$ cat config.mk
export PLATFORM = sky130hd
export DESIGN_NAME = alorium_lfsr_gen
export DESIGN_NICKNAME = d
export VERILOG_FILES = /design/src/rtl/alorium_lfsr_pkg.sv /design/src/rtl/alorium_lfsr_hb.sv /design/src/rtl/alorium_lfsr_gen.sv
export SDC_FILE = /design/constraint.sdc
export NUM_CORES = 1
export LEC_CHECK = 0
export CAP_MARGIN = 10
export CELL_PAD_IN_SITES_DETAIL_PLACEMENT = 1
export CELL_PAD_IN_SITES_GLOBAL_PLACEMENT = 1
export CORE_MARGIN = 2
export CORE_UTILIZATION = 30
export DETAILED_ROUTE_END_ITERATION = 10
export GPL_TIMING_DRIVEN = 0
export HOLD_SLACK_MARGIN = 0.02
export PLACE_DENSITY_LB_ADDON = 0.12
export SKIP_CTS_REPAIR_TIMING = 1
export SLEW_MARGIN = 40
export SYNTH_ARGS = -nofsm -noshare
export SYNTH_HDL_FRONTEND = slang
export SYNTH_HIERARCHICAL = 1
export SYNTH_SLANG_ARGS = --single-unit
$ cat constraint.sdc
create_clock -name clk -period 2.8 [get_ports clk]
set_clock_uncertainty 0.05 [all_clocks]
set_input_delay 0.42 -clock clk [delete_from_list [all_inputs] [get_ports clk]]
set_output_delay 0.42 -clock clk [all_outputs]
set_load 0.01 [all_outputs]
$ cat src/rtl/alorium_lfsr_pkg.sv
// Shared definitions for the alorium LFSR generator: burst FSM encoding,
// counter widths and the maximal-length tap table.
package alorium_lfsr_pkg;

   typedef enum logic {
      ST_IDLE = 1'b0,
      ST_RUN  = 1'b1
   } burst_state_t;

   localparam int unsigned STEP_CNT_W = 8;
   localparam int unsigned HB_CNT_W   = 32;

   // Maximal-length XNOR tap masks; bit i set means state bit i feeds the XNOR.
   function automatic logic [31:0] default_taps(input int unsigned width);
      case (width)
         4:       default_taps = 32'h0000_000C;
         5:       default_taps = 32'h0000_0014;
         6:       default_taps = 32'h0000_0030;
         7:       default_taps = 32'h0000_0060;
         8:       default_taps = 32'h0000_00B8;
         9:       default_taps = 32'h0000_0110;
         10:      default_taps = 32'h0000_0240;
         11:      default_taps = 32'h0000_0500;
         12:      default_taps = 32'h0000_0829;
         13:      default_taps = 32'h0000_100D;
         14:      default_taps = 32'h0000_2015;
         15:      default_taps = 32'h0000_6000;
         16:      default_taps = 32'h0000_D008;
         17:      default_taps = 32'h0001_2000;
         18:      default_taps = 32'h0002_0400;
         19:      default_taps = 32'h0004_0023;
         20:      default_taps = 32'h0009_0000;
         21:      default_taps = 32'h0014_0000;
         22:      default_taps = 32'h0030_0000;
         23:      default_taps = 32'h0042_0000;
         24:      default_taps = 32'h00E1_0000;
         25:      default_taps = 32'h0120_0000;
         26:      default_taps = 32'h0200_0023;
         27:      default_taps = 32'h0400_0013;
         28:      default_taps = 32'h0900_0000;
         29:      default_taps = 32'h1400_0000;
         30:      default_taps = 32'h2000_0029;
         31:      default_taps = 32'h4800_0000;
         32:      default_taps = 32'h8020_0003;
         default: default_taps = 32'h0000_00B8;
      endcase
   endfunction

   // The XNOR lockup state is all-ones for any width.
   function automatic logic [31:0] lockup(input int unsigned width);
      if (width >= 32)
         lockup = 32'hFFFF_FFFF;
      else
         lockup = (32'd1 << width) - 32'd1;
   endfunction

endpackage

$ cat src/rtl/alorium_lfsr_hb.sv
// Free-running heartbeat divider with a selectable half-period.
module alorium_lfsr_hb
   import alorium_lfsr_pkg::*;
#(
   parameter int unsigned HB_DIV      = 10000000,
   parameter int unsigned HB_FAST_DIV = 10
) (
   input  logic clk,
   input  logic reset,
   input  logic hb_fast,
   output logic heartbeat
);

   localparam logic [HB_CNT_W-1:0] NORM_LAST = HB_CNT_W'(HB_DIV - 1);
   localparam logic [HB_CNT_W-1:0] FAST_LAST = HB_CNT_W'(HB_FAST_DIV - 1);

   logic [HB_CNT_W-1:0] r_cnt;
   logic                r_hb;
   logic [HB_CNT_W-1:0] w_last;
   logic                w_wrap;

   // '>=' rather than '==' so a switch to the fast rate never strands the count
   assign w_last = hb_fast ? FAST_LAST : NORM_LAST;
   assign w_wrap = (r_cnt >= w_last);

   always_ff @(posedge clk or posedge reset) begin
      if (reset) begin
         r_cnt <= '0;
         r_hb  <= 1'b0;
      end else if (w_wrap) begin
         r_cnt <= '0;
         r_hb  <= ~r_hb;
      end else begin
         r_cnt <= r_cnt + HB_CNT_W'(1);
      end
   end

   assign heartbeat = r_hb;

endmodule

$ cat src/rtl/alorium_lfsr_gen.sv
// XNOR Fibonacci LFSR with run-time taps, counted bursts (busy/done),
// wrap detection against the effective seed, and a heartbeat output.
module alorium_lfsr_gen
   import alorium_lfsr_pkg::*;
#(
   parameter int unsigned      WIDTH       = 8,
   parameter logic [WIDTH-1:0] TAPS        = WIDTH'(default_taps(WIDTH)),
   parameter int unsigned      HB_DIV      = 10000000,
   parameter int unsigned      HB_FAST_DIV = 10
) (
   input  logic                  clk,
   input  logic                  reset,
   input  logic                  seed_load,
   input  logic [WIDTH-1:0]      seed,
   input  logic                  taps_load,
   input  logic [WIDTH-1:0]      taps,
   input  logic                  enable,
   input  logic                  step_req,
   input  logic [STEP_CNT_W-1:0] step_cnt,
   output logic                  busy,
   output logic                  done,
   output logic [WIDTH-1:0]      lfsr_data,
   output logic                  data_valid,
   output logic                  wrapped,
   input  logic                  hb_fast,
   output logic                  heartbeat
);

   localparam logic [WIDTH-1:0] LOCKUP = WIDTH'(lockup(WIDTH));
   localparam logic [WIDTH-1:0] ONE    = WIDTH'(1);

   burst_state_t          r_state;
   burst_state_t          w_state_next;
   logic [STEP_CNT_W-1:0] r_rem;
   logic                  r_busy;
   logic                  r_done;
   logic [WIDTH-1:0]      r_lfsr;
   logic [WIDTH-1:0]      r_seed;
   logic [WIDTH-1:0]      r_taps;
   logic                  r_valid;
   logic                  r_wrapped;

   logic [WIDTH-1:0]      w_tapped;
   logic [WIDTH-1:0]      w_shifted;
   logic [WIDTH-1:0]      w_seed_eff;
   logic                  w_fb;
   logic                  w_taps_accept;
   logic                  w_do_shift;
   logic                  w_load_rem;
   logic                  w_rem_dec;
   logic                  w_done_next;

   generate
      for (genvar gi = 0; gi < WIDTH; gi++) begin : g_tap
         assign w_tapped[gi] = r_lfsr[gi] & r_taps[gi];
      end
   endgenerate

   assign w_fb          = ~^w_tapped;
   assign w_shifted     = {r_lfsr[WIDTH-2:0], w_fb};
   // Never load the lockup state; substitute 1 so the sequence stays alive
   assign w_seed_eff    = (seed == LOCKUP) ? ONE : seed;
   // A zero mask would freeze the feedback, so it is simply not accepted
   assign w_taps_accept = taps_load && (taps != '0);

   always_ff @(posedge clk or posedge reset) begin
      if (reset)
         r_state <= ST_IDLE;
      else
         r_state <= w_state_next;
   end

   always_comb begin
      w_state_next = r_state;
      case (r_state)
         ST_IDLE: if (!seed_load && step_req) w_state_next = ST_RUN;
         ST_RUN:  if (seed_load || (r_rem == '0)) w_state_next = ST_IDLE;
         default: w_state_next = ST_IDLE;
      endcase
   end

   // seed_load dominates everything; inside a burst, step_req and enable are ignored
   always_comb begin
      w_do_shift  = 1'b0;
      w_load_rem  = 1'b0;
      w_rem_dec   = 1'b0;
      w_done_next = 1'b0;
      if (!seed_load) begin
         case (r_state)
            ST_IDLE: begin
               if (step_req)
                  w_load_rem = 1'b1;
               else if (enable)
                  w_do_shift = 1'b1;
            end
            ST_RUN: begin
               if (r_rem != '0) begin
                  w_do_shift = 1'b1;
                  w_rem_dec  = 1'b1;
               end else begin
                  w_done_next = 1'b1;
               end
            end
            default: begin
               w_do_shift = 1'b0;
            end
         endcase
      end
   end

   always_ff @(posedge clk or posedge reset) begin
      if (reset) begin
         r_rem  <= '0;
         r_busy <= 1'b0;
         r_done <= 1'b0;
      end else begin
         r_busy <= (w_state_next == ST_RUN);
         r_done <= w_done_next;
         if (w_load_rem)
            r_rem <= step_cnt;
         else if (w_rem_dec)
            r_rem <= r_rem - STEP_CNT_W'(1);
         else if (seed_load)
            r_rem <= '0;
      end
   end

   always_ff @(posedge clk or posedge reset) begin
      if (reset) begin
         r_lfsr    <= ONE;
         r_seed    <= ONE;
         r_taps    <= TAPS;
         r_valid   <= 1'b0;
         r_wrapped <= 1'b0;
      end else begin
         if (seed_load) begin
            r_lfsr <= w_seed_eff;
            r_seed <= w_seed_eff;
         end else if (w_do_shift) begin
            r_lfsr <= w_shifted;
         end
         if (w_taps_accept)
            r_taps <= taps;
         r_valid   <= seed_load | w_do_shift;
         r_wrapped <= w_do_shift && (w_shifted == r_seed);
      end
   end

   alorium_lfsr_hb #(
      .HB_DIV      (HB_DIV),
      .HB_FAST_DIV (HB_FAST_DIV)
   ) u_hb (
      .clk       (clk),
      .reset     (reset),
      .hb_fast   (hb_fast),
      .heartbeat (heartbeat)
   );

   assign busy       = r_busy;
   assign done       = r_done;
   assign lfsr_data  = r_lfsr;
   assign data_valid = r_valid;
   assign wrapped    = r_wrapped;

endmodule

==> summary.txt, run 1 <==
Placement
  – Final Wtd Congestion: between 0.7 and 0.8
  – Pre-CTS setup slack: -349.0 ps
  – Placed cells: 550
  – Placement Cell Area: 4303 um^2
  – Post-DP HPWL: slightly above 6000 um
  – I/O Buffers: 42

Pwr
  – Final Power: 2.840 mW
  – Leakage: 1.948 nW
  – PwrDens: 619.3 nW/um^2
  – Peak VDD IR: 0.0003533 V

Synthesis
  – Post-synth cell types: 53
  – Multiplexer area fraction after synthesis: 0
  – Synth Area in XOR/XNOR: 0.09739
  – Synth Area in Compound Gates: 0.1101
  – Yosys reg bits: 69
  – Largest family of logic cells by synthesized area: simple AND/OR/NAND/NOR gates
  – Cells after Synth: 354
  – Syn avg cell area: 10.31 um^2
  – Ys flop type: dfrtp_1
  – Synthesized area: 3648 um^2
  – Ys async rst share: 1.000
  – Post-synth EDFFs: 0
  – Syn. warnings: 6
  – Post-synthesis simple-gate area fraction: 0.2404
  – Adder-cell share of the synthesized area: 0.05144
  – Seq/Total Area, Yosys: 0.4753

Global routing
  – Via count of the first global-routing pass: 2983
  – Largest net degree at the start of global routing: 34
  – First-pass GRT wire length: 14340 um
  – Total Routing Usage GR: 0.1404
  – Grt ovf: 0
  – Initial antenna violation count: 0

STA
  – Final hold slack: 377.4 ps
  – Max-slew violations: 0
  – Slew margin rel.: 0.4870
  – RSZ-0062 raised after global routing: false
  – Minimum clock period: approximately 2400 ps
  – TNS Setup: 0 ps
  – FMAX: between 400 and 500 MHz
  – Period utilization: 0.8413
  – Setup ws final: 444.4 ps
  – Least-Margin Pin Slew: 763.1 ps
  – Endpoints failing setup: 0
  – Hold Vio Cnt, Final: 0

Drt
  – Via Count: 2762
  – Final wirelength: about 8400 um
  – DRT met1 WL: 3891 um
  – Drt first-iter violations: 104
  – Post-route ant nets: 0
  – Met3 WL post-DR: roughly 250 um
  – DRC viols: 0
  – Met2 wire length: 4106 um
  – Drt first pass iters: 4
  – Vias per std cell: 4.880
  – Wire per inst: 14.80 um
  – Uppermost layer routed: met4

Worst setup path
  – Worst Setup End Kind: flip-flop
  – Arr. time, crit path: 2570 ps
  – Slowest CP cell: dlymetal6s2s_1
  – CP peak stage delay: 420 ps
  – Worst setup SP type: input port
  – CP Class: input port to flip-flop
  – Crit path cell chain: dlymetal6s2s_1, ha_1, a2111o_1, a2111oi_4, nand3_4, buf_6, nor2_2
  – Worst Path Required: around 3000 ps
  – Worst Path Max Fanout: 12

Clocking
  – CTS Buf Count: 9
  – Reg clk slew, reported paths: approximately 50 ps
  – CTS root buffer: clkbuf_16
  – Clk_lat worst skew: 330 ps
  – Clock Sinks: a little under 70
  – CTS tree: yes
  – Clk buf depth: 2
  – H-tree depth: 3

Die
  – Die Wd: 114.3 um
  – DIE AREA: approximately 13000 um^2
  – FP Rows: 40
  – I/O pin total: 44
  – Initial cell density of the core: 0.3050
  – Chip height: 114.3 um
  – Core Region: ~12000 um^2

Hold path
  – Hold Crit Class: input port to flip-flop

Final layout
  – Layout area overhead: 25.69%
  – Antenna cell count: 0
  – Final Instance Area: approximately 4600 um^2
  – Nets@finish: 460
  – Layout fillers: 1366
  – FF/Latch Area: 1734 um^2
  – Final core occ: 0.3834
  – Non-Filler Instances: 566
  – Share of cells above drive strength 1: 0.1432
  – Area of the multi-input gates: between 1500 and 2000 um^2

Job
  – Max-Cap Viols: 0

Run status
  – Run status: finished clean
[final timing paths]
path | start | endpoint | slack [ps] | cells after the start
worst max-delay path | hb_fast | u_hb/r_cnt[24] | 440 | 7
worst min-delay path | taps_load | r_taps[4] | 380 | 3
worst max register to register | u_hb/r_cnt[20] | u_hb/r_cnt[24] | 580 | 6
worst min register to register | r_taps[5] | r_taps[5] | 410 | 2
max in group asynchronous | reset | u_hb/r_cnt[18] | 1720 | 2
min in group asynchronous | reset | r_rem[2] | 400 | 2
[flip-flops by register name, indices dropped and copies added, names as in the netlist]
register        flops
r_seed              8
u_hb/r_cnt         32
wrapped             1
busy                1
r_taps              8
done                1
r_rem               8
lfsr_data           8
data_valid          1
u_hb/heartbeat      1
[layout make-up]
| class | count | share of cell area |
|---|---|---|
| buffer | 7 | 0.01119 |
| clock buffer | 13 | 0.05675 |
| clock inverter | 3 | 0.004366 |
| inverter | 10 | 0.008186 |
| multi-input combinational | 274 | 0.4030 |
| sequential | 69 | 0.3782 |
| tap | 147 | 0.04011 |
| timing repair buffer | 43 | 0.09823 |
[layout by cell type, fill, tap and decap left out, types with 2 or more instances in the layout]
cell             count
conb_1               7
clkdlybuf4s50_1     41
nor4_2               2
o21ai_0              8
inv_2                2
nor2b_1              2
o31a_1               2
nand2_1             52
dfrtp_1             63
buf_2                2
xnor2_1             13
o31ai_1              2
nor3_1               4
a21oi_1             11
clkbuf_8             2
nor2_1              20
a221o_1              9
and2_1               8
a21o_1               9
nand3_1             13
or4_1                2
clkbuf_16            9
and4_1               2
nor2_4               2
clkinvlp_4           2
dfstp_2              6
ha_1                15
nor4_1               9
nand4_1             13
inv_1                8
buf_6                3
o311ai_0             2
clkbuf_1             4
xor2_1              25
nor2_2              19
[cell families (layout without fill, tap and decap cells)]
group           Yosys count  count (layout)
simple gates            161             161
flops                    69              69
compound gates           52              52
xor+xnor                 39              39
buf+inv                  17              76
fa+ha+maj                15              15
other cells               1               7
[synthesized netlist by cell type, types with 4 or more instances]
| cell type | count | area share |
|---|---|---|
| a21o_1 | 9 | 0.019 |
| a21oi_1 | 11 | 0.015 |
| a221o_1 | 9 | 0.025 |
| and2_1 | 8 | 0.014 |
| dfrtp_1 | 63 | 0.43 |
| dfstp_2 | 6 | 0.043 |
| ha_1 | 15 | 0.051 |
| inv_1 | 10 | 0.010 |
| nand2_1 | 52 | 0.053 |
| nand3_1 | 13 | 0.018 |
| nand4_1 | 13 | 0.022 |
| nor2_1 | 20 | 0.021 |
| nor2_2 | 19 | 0.033 |
| nor3_1 | 4 | 0.0055 |
| nor4_1 | 9 | 0.015 |
| o21ai_0 | 8 | 0.011 |
| xnor2_1 | 13 | 0.031 |
| xor2_1 | 25 | 0.060 |
[where the power goes]
part           leakage, nW  total (mW)  internal (mW)  switching [mW]
Clock                0.132        1.07          0.647           0.422
Combinational        0.936       0.579          0.306           0.273
Sequential           0.880        1.19           1.10          0.0965
Total                 1.95        2.84           2.05           0.791
[routing by layer]
metal	track usage	vias up
li1	-	1360
met1	0.1742	1349
met2	0.2373	43
met3	0.02806	10
met4	0.06098	0
met5	0	-
[worst max-delay path: cells and delay by family]
family | cells | cell delay (ps)
AO/OA/AOI/OAI | 2 | 820
AND/OR/NAND/NOR | 2 | 330
adder cells (fa/ha/maj) | 1 | 350
buffers and inverters | 2 | 640
(Power assumes the default switching activity.)
==> run 2: changes to the inputs <==
==> constraint.sdc (replaced) <==
create_clock -name clk -period 2.3 [get_ports clk]
set_clock_uncertainty 0.05 [all_clocks]
set_input_delay 0.345 -clock clk [delete_from_list [all_inputs] [get_ports clk]]
set_output_delay 0.345 -clock clk [all_outputs]
set_load 0.01 [all_outputs]
==> run 2 against run 1 <==
  * Via count grew 0.11%
  * Hold slack worse by 74 ps
  * Clock power grew 21%
  * Critical path depth did not move
==> summary.txt, run 2 (synthesis results as in run 1) <==
Placement
  – Pre-CTS setup slack: -774.0 ps (-425.0 ps)
  – Placed cells: 550 (unchanged)
  – Final Wtd Congestion: 0.7261 (unchanged)
  – Placement Cell Area: 4303 um^2 (unchanged)
  – I/O Buffers: 42 (unchanged)
  – Post-DP HPWL: 6197 um (unchanged)

Clocking
  – H-tree depth: 3 (unchanged)
  – CTS tree: yes
  – Clock Sinks: 69 (unchanged)
  – Clk_lat worst skew: 330 ps (about the same)
  – Clk buf depth: 2 (unchanged)
  – CTS Buf Count: 9 (unchanged)
  – CTS root buffer: clkbuf_16
  – Reg clk slew, reported paths: 60 ps (about the same)

Final layout
  – Largest register FFs: 32 (unchanged)
  – Layout area overhead: 26.30%
  – Non-Filler Instances: 567 (+0.18%)
  – Final Instance Area: 4608 um^2 (+0.49%)
  – Antenna cell count: 0 (unchanged)
  – Commonest cells after routing, fill and taps aside: dfrtp_1 (63), nand2_1 (52), clkdlybuf4s50_1 (41)
  – Final core occ: 0.3853 (+0.001883)
  – Nets@finish: 461 (+0.22%)
  – Most common cell after layout, fill and taps aside: dfrtp_1
  – Share of cells above drive strength 1: 0.1500 (+0.006802)
  – Largest Register: u_hb/r_cnt

Global routing
  – Grt ovf: 0 (unchanged)
  – Met3 usage: 0.02806 (unchanged)
  – Total Routing Usage GR: 0.1404 (unchanged)
  – Met1 usage: 0.1742 (unchanged)
  – Most crowded layer after global routing: met2
  – M2 GR Usage: 0.2373 (unchanged)
  – Via count of the first global-routing pass: 2983 (unchanged)
  – First-pass GRT wire length: 14340 um (unchanged)
  – Largest net degree at the start of global routing: 34 (unchanged)
  – Initial antenna violation count: 0 (unchanged)

Worst setup path
  – Crit path cell chain: inv_2, ha_1, or4b_4, or2_4, a21oi_4, nor2_2, a221o_1
  – CP Class: flip-flop to flip-flop
  – Worst Path Required: 2460 ps (-550 ps)
  – Arr. time, crit path: 2330 ps (-240 ps)
  – CP peak stage delay: 480 ps (+60 ps)
  – Setup crit start: r_rem[0]
  – Worst setup SP type: flip-flop
  – Slowest CP cell: or4b_4
  – Worst Setup End Kind: flip-flop
  – Worst Path Max Fanout: 8 (-4)
  – Worst r2r src: r_rem[0]

STA
  – TNS Setup: 0 ps (unchanged)
  – Max-slew violations: 0 (unchanged)
  – Endpoints failing setup: 0 (unchanged)
  – RSZ-0062 raised after global routing: false
  – FMAX: about 460 MHz
  – Slew margin rel.: 0.5339 (+0.04685)
  – Setup ws final: 126.8 ps (-317.6 ps)
  – Hold Vio Cnt, Final: 0 (unchanged)
  – Minimum clock period: 2173 ps
  – Period utilization: 0.9449
  – Least-Margin Pin Slew: 698.2 ps (-64.93 ps)
  – Final hold slack: 303.0 ps (-74.43 ps)

Drt
  – Via Count: 2765 (+0.11%)
  – Vias per std cell: 4.877 (about the same)
  – Final wirelength: 8381 um (about the same)
  – Post-route ant nets: 0 (unchanged)
  – Drt first pass iters: 4 (unchanged)
  – DRC viols: 0 (unchanged)
  – Wire per inst: 14.78 um (-0.14%)
  – Drt first-iter violations: 68 (-35%)

Job
  – Max-Cap Viols: 0 (unchanged)

Pwr
  – Leakage: 1.978 nW (+1.5%)
  – Final Power: 3.460 mW (+22%)
  – PwrDens: 750.9 nW/um^2 (+21%)
  – Peak VDD IR: 0.0004303 V (+22%)

Die
  – Die Wd: 114.3 um (unchanged)
  – Core Region: 11960 um^2 (unchanged)
  – Initial cell density of the core: 0.3050 (unchanged)
  – Chip height: 114.3 um (unchanged)
  – I/O pin total: 44 (unchanged)
  – DIE AREA: 13060 um^2 (unchanged)
  – FP Rows: 40 (unchanged)

Run status
  – Run status: finished clean

Hold path
  – Hold Crit Class: input port to flip-flop
  – Hold Startpoint: taps_load
[run 2: changes by cell type in the layout (fill, tap and decap cells not counted), sizes merged]
cell,before,now
clkbuf,15,17
dlymetal6s2s,1,0
[run 2: path summary, 6_finish.rpt]
| path | to | slack (ps) | cells after the start |
|---|---|---|---|
| worst max-delay path | lfsr_data[2] | 130 | 7 |
| worst min-delay path | r_taps[4] | 300 | 3 |
| worst max register to register | lfsr_data[2] | 130 | 7 |
| worst min register to register | r_taps[5] | 410 | 2 |
| max in group asynchronous | u_hb/r_cnt[18] | 1290 | 2 |
| min in group asynchronous | r_rem[2] | 320 | 2 |
[run 2: cell type report]
type | count | area (um^2)
clock buffers | 13 | 260.3
well taps | 147 | 183.9
fillers | 1363 | 7353
clock inverters | 3 | 20.02
inverters | 10 | 37.54
repair buffers | 44 | 450.4
multi-input cells | 274 | 1866
plain buffers | 7 | 56.30
flip-flops and latches | 69 | 1734
[run 2: power by group]
group          internal [mW]  switching, mW  leakage [nW]
combinational          0.375          0.334         0.966
sequential              1.33          0.118         0.880
clock                  0.787          0.511         0.132
total                   2.50          0.963          1.98
[run 2: worst max-delay path, delay by kind of cell (launching register included)]
family / cells / cell delay, ps
and+or+nand+nor: 3 / 850
adders and majority gates: 1 / 160
AOI/OAI and AO/OA: 2 / 490
DFF: 1 / 410
buffers and inverters: 1 / 90
[run 2: layer usage]
| metal | wire length [um] | share of wire |
|---|---|---|
| met3 | 237 | 0.028 |
| met1 | 3882 | 0.46 |
| met4 | 129 | 0.015 |
| met2 | 4132 | 0.49 |
| met5 | 0 | 0 |
==> run 3: changes to the inputs <==
--- a/config.mk
+++ b/config.mk
@@ -10,6 +10,7 @@
 export CELL_PAD_IN_SITES_GLOBAL_PLACEMENT = 1
 export CORE_MARGIN = 2
 export CORE_UTILIZATION = 30
+export CTS_BUF_LIST = sky130_fd_sc_hd__clkbuf_16
 export DETAILED_ROUTE_END_ITERATION = 10
 export GPL_TIMING_DRIVEN = 0
 export HOLD_SLACK_MARGIN = 0.02
==> run 3 against run 2 <==
  * Utilization shrank 0.17 points
  * Count of clock-buffer cells in the layout fell by 4
  * Hold slack better by 1.1 ps
  * Wire length shrank 0.19%
  * Sequential power is essentially flat
  * Via count shrank 0.40%
  * Worst setup slack got worse by 35 ps
  * Sequential share of layout area rose by 0.16 points
  * Global-route usage about the same
  * Clock power down 6%
  * Combinational power is essentially flat
  * Final cell count did not move
  * Highest routed layer unchanged
==> summary.txt, run 3 (synthesis results as in run 1) <==
Clocking
  – CTS tree: yes
  – Clk_lat worst skew: 330 ps (about the same)
  – H-tree depth: 3 (unchanged)
  – CTS root buffer: clkbuf_16
  – Clk buf depth: 2 (unchanged)
  – Clock Sinks: 69 (unchanged)
  – CTS Buf Count: 9 (unchanged)
  – Reg clk slew, reported paths: 60 ps (about the same)

Drt
  – Final wirelength: 8365 um (-0.19%)
  – Post-route ant nets: 0 (unchanged)
  – Drt first-iter violations: 76 (+12%)
  – DRC viols: 0 (unchanged)
  – DRT met1 WL: 3865 um (-0.44%)
  – Drt first pass iters: 4 (unchanged)
  – Via Count: 2754 (-0.40%)
  – Met2 wire length: 4145 um (+0.31%)
  – Wire per inst: 14.75 um (-0.19%)
  – Met3 WL post-DR: 225 um (-5.1%)
  – Uppermost layer routed: met4
  – Vias per std cell: 4.857 (-0.40%)

Die
  – Core Region: 11960 um^2 (unchanged)
  – Initial cell density of the core: 0.3050 (unchanged)
  – Die Wd: 114.3 um (unchanged)
  – FP Rows: 40 (unchanged)
  – I/O pin total: 44 (unchanged)
  – Chip height: 114.3 um (unchanged)
  – DIE AREA: 13060 um^2 (unchanged)

Worst setup path
  – Worst setup SP type: flip-flop
  – Critical path buffer and inverter count: 1 (unchanged)
  – Worst Setup End Kind: flip-flop
  – CP top delay family: simple AND/OR/NAND/NOR gates
  – R2R cell count: 7 (unchanged)
  – Critical path endpoint: lfsr_data[2]
  – CP peak stage delay: 470 ps (about the same)
  – Crit path cell chain: inv_1, ha_1, or4b_4, or2_4, a21oi_4, nor2_2, a221o_1
  – Arr. time, crit path: 2370 ps (+40 ps)
  – Slowest CP cell: or4b_4
  – Worst Path Required: 2460 ps (about the same)
  – CP Class: flip-flop to flip-flop
  – Reg-to-reg endpoint: lfsr_data[2]
  – Worst Path Max Fanout: 8 (unchanged)
  – Setup crit start: r_rem[0]
  – Critical path depth: 7 (unchanged)
  – Worst r2r src: r_rem[0]
  – Reg-to-reg setup timing slack: 90 ps (-40 ps)

Pwr
  – Peak VDD IR: 0.0004249 V (-1.2%)
  – Leakage: 1.976 nW (-0.13%)
  – PwrDens: 736.5 nW/um^2 (-1.9%)

STA
  – Max-slew violations: 0 (unchanged)
  – Least-Margin Pin Slew: 697.8 ps (-0.3626 ps)
  – TNS Setup: 0 ps (unchanged)
  – RSZ-0062 raised after global routing: false
  – Slew margin rel.: 0.5341 (about the same)
  – Period utilization: 0.9603 (+0.01543)
  – Minimum clock period: 2209 ps (+35.50 ps)
  – Endpoints failing setup: 0 (unchanged)
  – Final hold slack: 304.1 ps (+1.124 ps)
  – FMAX: 452.7 MHz (-1.6%)
  – Hold Vio Cnt, Final: 0 (unchanged)

Job
  – Max-Cap Viols: 0 (unchanged)

Final layout
  – Final core occ: 0.3836 (-0.001674)
  – Largest Register: u_hb/r_cnt
  – Most common cell after layout, fill and taps aside: dfrtp_1
  – Antenna cell count: 0 (unchanged)
  – Nets@finish: 461 (unchanged)
  – Commonest cells after routing, fill and taps aside: dfrtp_1 (63), nand2_1 (52), clkdlybuf4s50_1 (41)
  – Largest register FFs: 32 (unchanged)
  – Layout area overhead: 25.75%
  – Area of the multi-input gates: 1866 um^2 (unchanged)
  – FF/Latch Area: 1734 um^2 (unchanged)
  – Share of cells above drive strength 1: 0.1429 (-0.007143)
  – Non-Filler Instances: 567 (unchanged)
  – Layout fillers: 1361 (-0.15%)

Global routing
  – Grt ovf: 0 (unchanged)
  – First-pass GRT wire length: 14320 um (about the same)
  – Via count of the first global-routing pass: 2988 (+0.17%)
  – Largest net degree at the start of global routing: 34 (unchanged)
  – Total Routing Usage GR: 0.1403 (about the same)
  – Initial antenna violation count: 0 (unchanged)

Run status
  – Run status: finished clean

Placement
  – Placed cells: 550 (unchanged)
  – I/O Buffers: 42 (unchanged)
  – Post-DP HPWL: 6197 um (unchanged)
  – Final Wtd Congestion: 0.7261 (unchanged)

Hold path
  – Hold Crit Class: input port to flip-flop
[run 3: stage by stage]
stage | worst slack (ps) | cell area (um^2) | power (mW)
2_1_floorplan | 277.5 | 3671 | 1.904
3_3_place_gp | -712.9 | 4275 | 2.173
3_5_place_dp | -774.0 | 4303 | 2.191
4_1_cts | -408.9 | 4563 | 3.451
5_1_grt | 2.378 | 4588 | 3.575
6_report | 91.26 | 4588 | 3.379
[run 3: how the worst min path moves through the flow]
stage / startpoint / endpoint / slack [ps] / cells past startpoint
6_report: taps_load / r_taps[4] / 300 / 3
3_3_place_gp: r_taps[5] / r_taps[5] / 400 / 2
3_5_place_dp: r_taps[3] / r_taps[3] / 400 / 2
5_1_grt: taps_load / r_taps[4] / 340 / 3
2_1_floorplan: seed_load / wrapped / 370 / 1
4_1_cts: taps_load / r_taps[4] / 290 / 3
[run 3: final cells by class]
cell class / count / share of cell area
Timing Repair Buffer: 44 / 0.09817
Sequential cell: 69 / 0.3780
Clock inverter: 7 / 0.007636
Inverter: 10 / 0.008181
Clock buffer: 9 / 0.04909
Buffer: 7 / 0.01227
Multi-Input combinational cell: 274 / 0.4066
Tap cell: 147 / 0.04009
[run 3: tightest hold or removal path: cells and delay by family]
kind                   cells  cell delay, ps
AND/OR/NAND/NOR            2             150
buffers and inverters      1             180
[run 3: layer usage]
layer  up-vias  global-route usage
met2        36              0.2393
met1      1345              0.1722
met5         -                   0
met3        10             0.02806
li1       1363                   -
met4         0             0.06098
[run 3: power breakdown]
part / total, mW / switching [mW] / internal [mW]
clock: 1.22 / 0.508 / 0.711
combinational: 0.708 / 0.334 / 0.374
sequential: 1.45 / 0.117 / 1.33
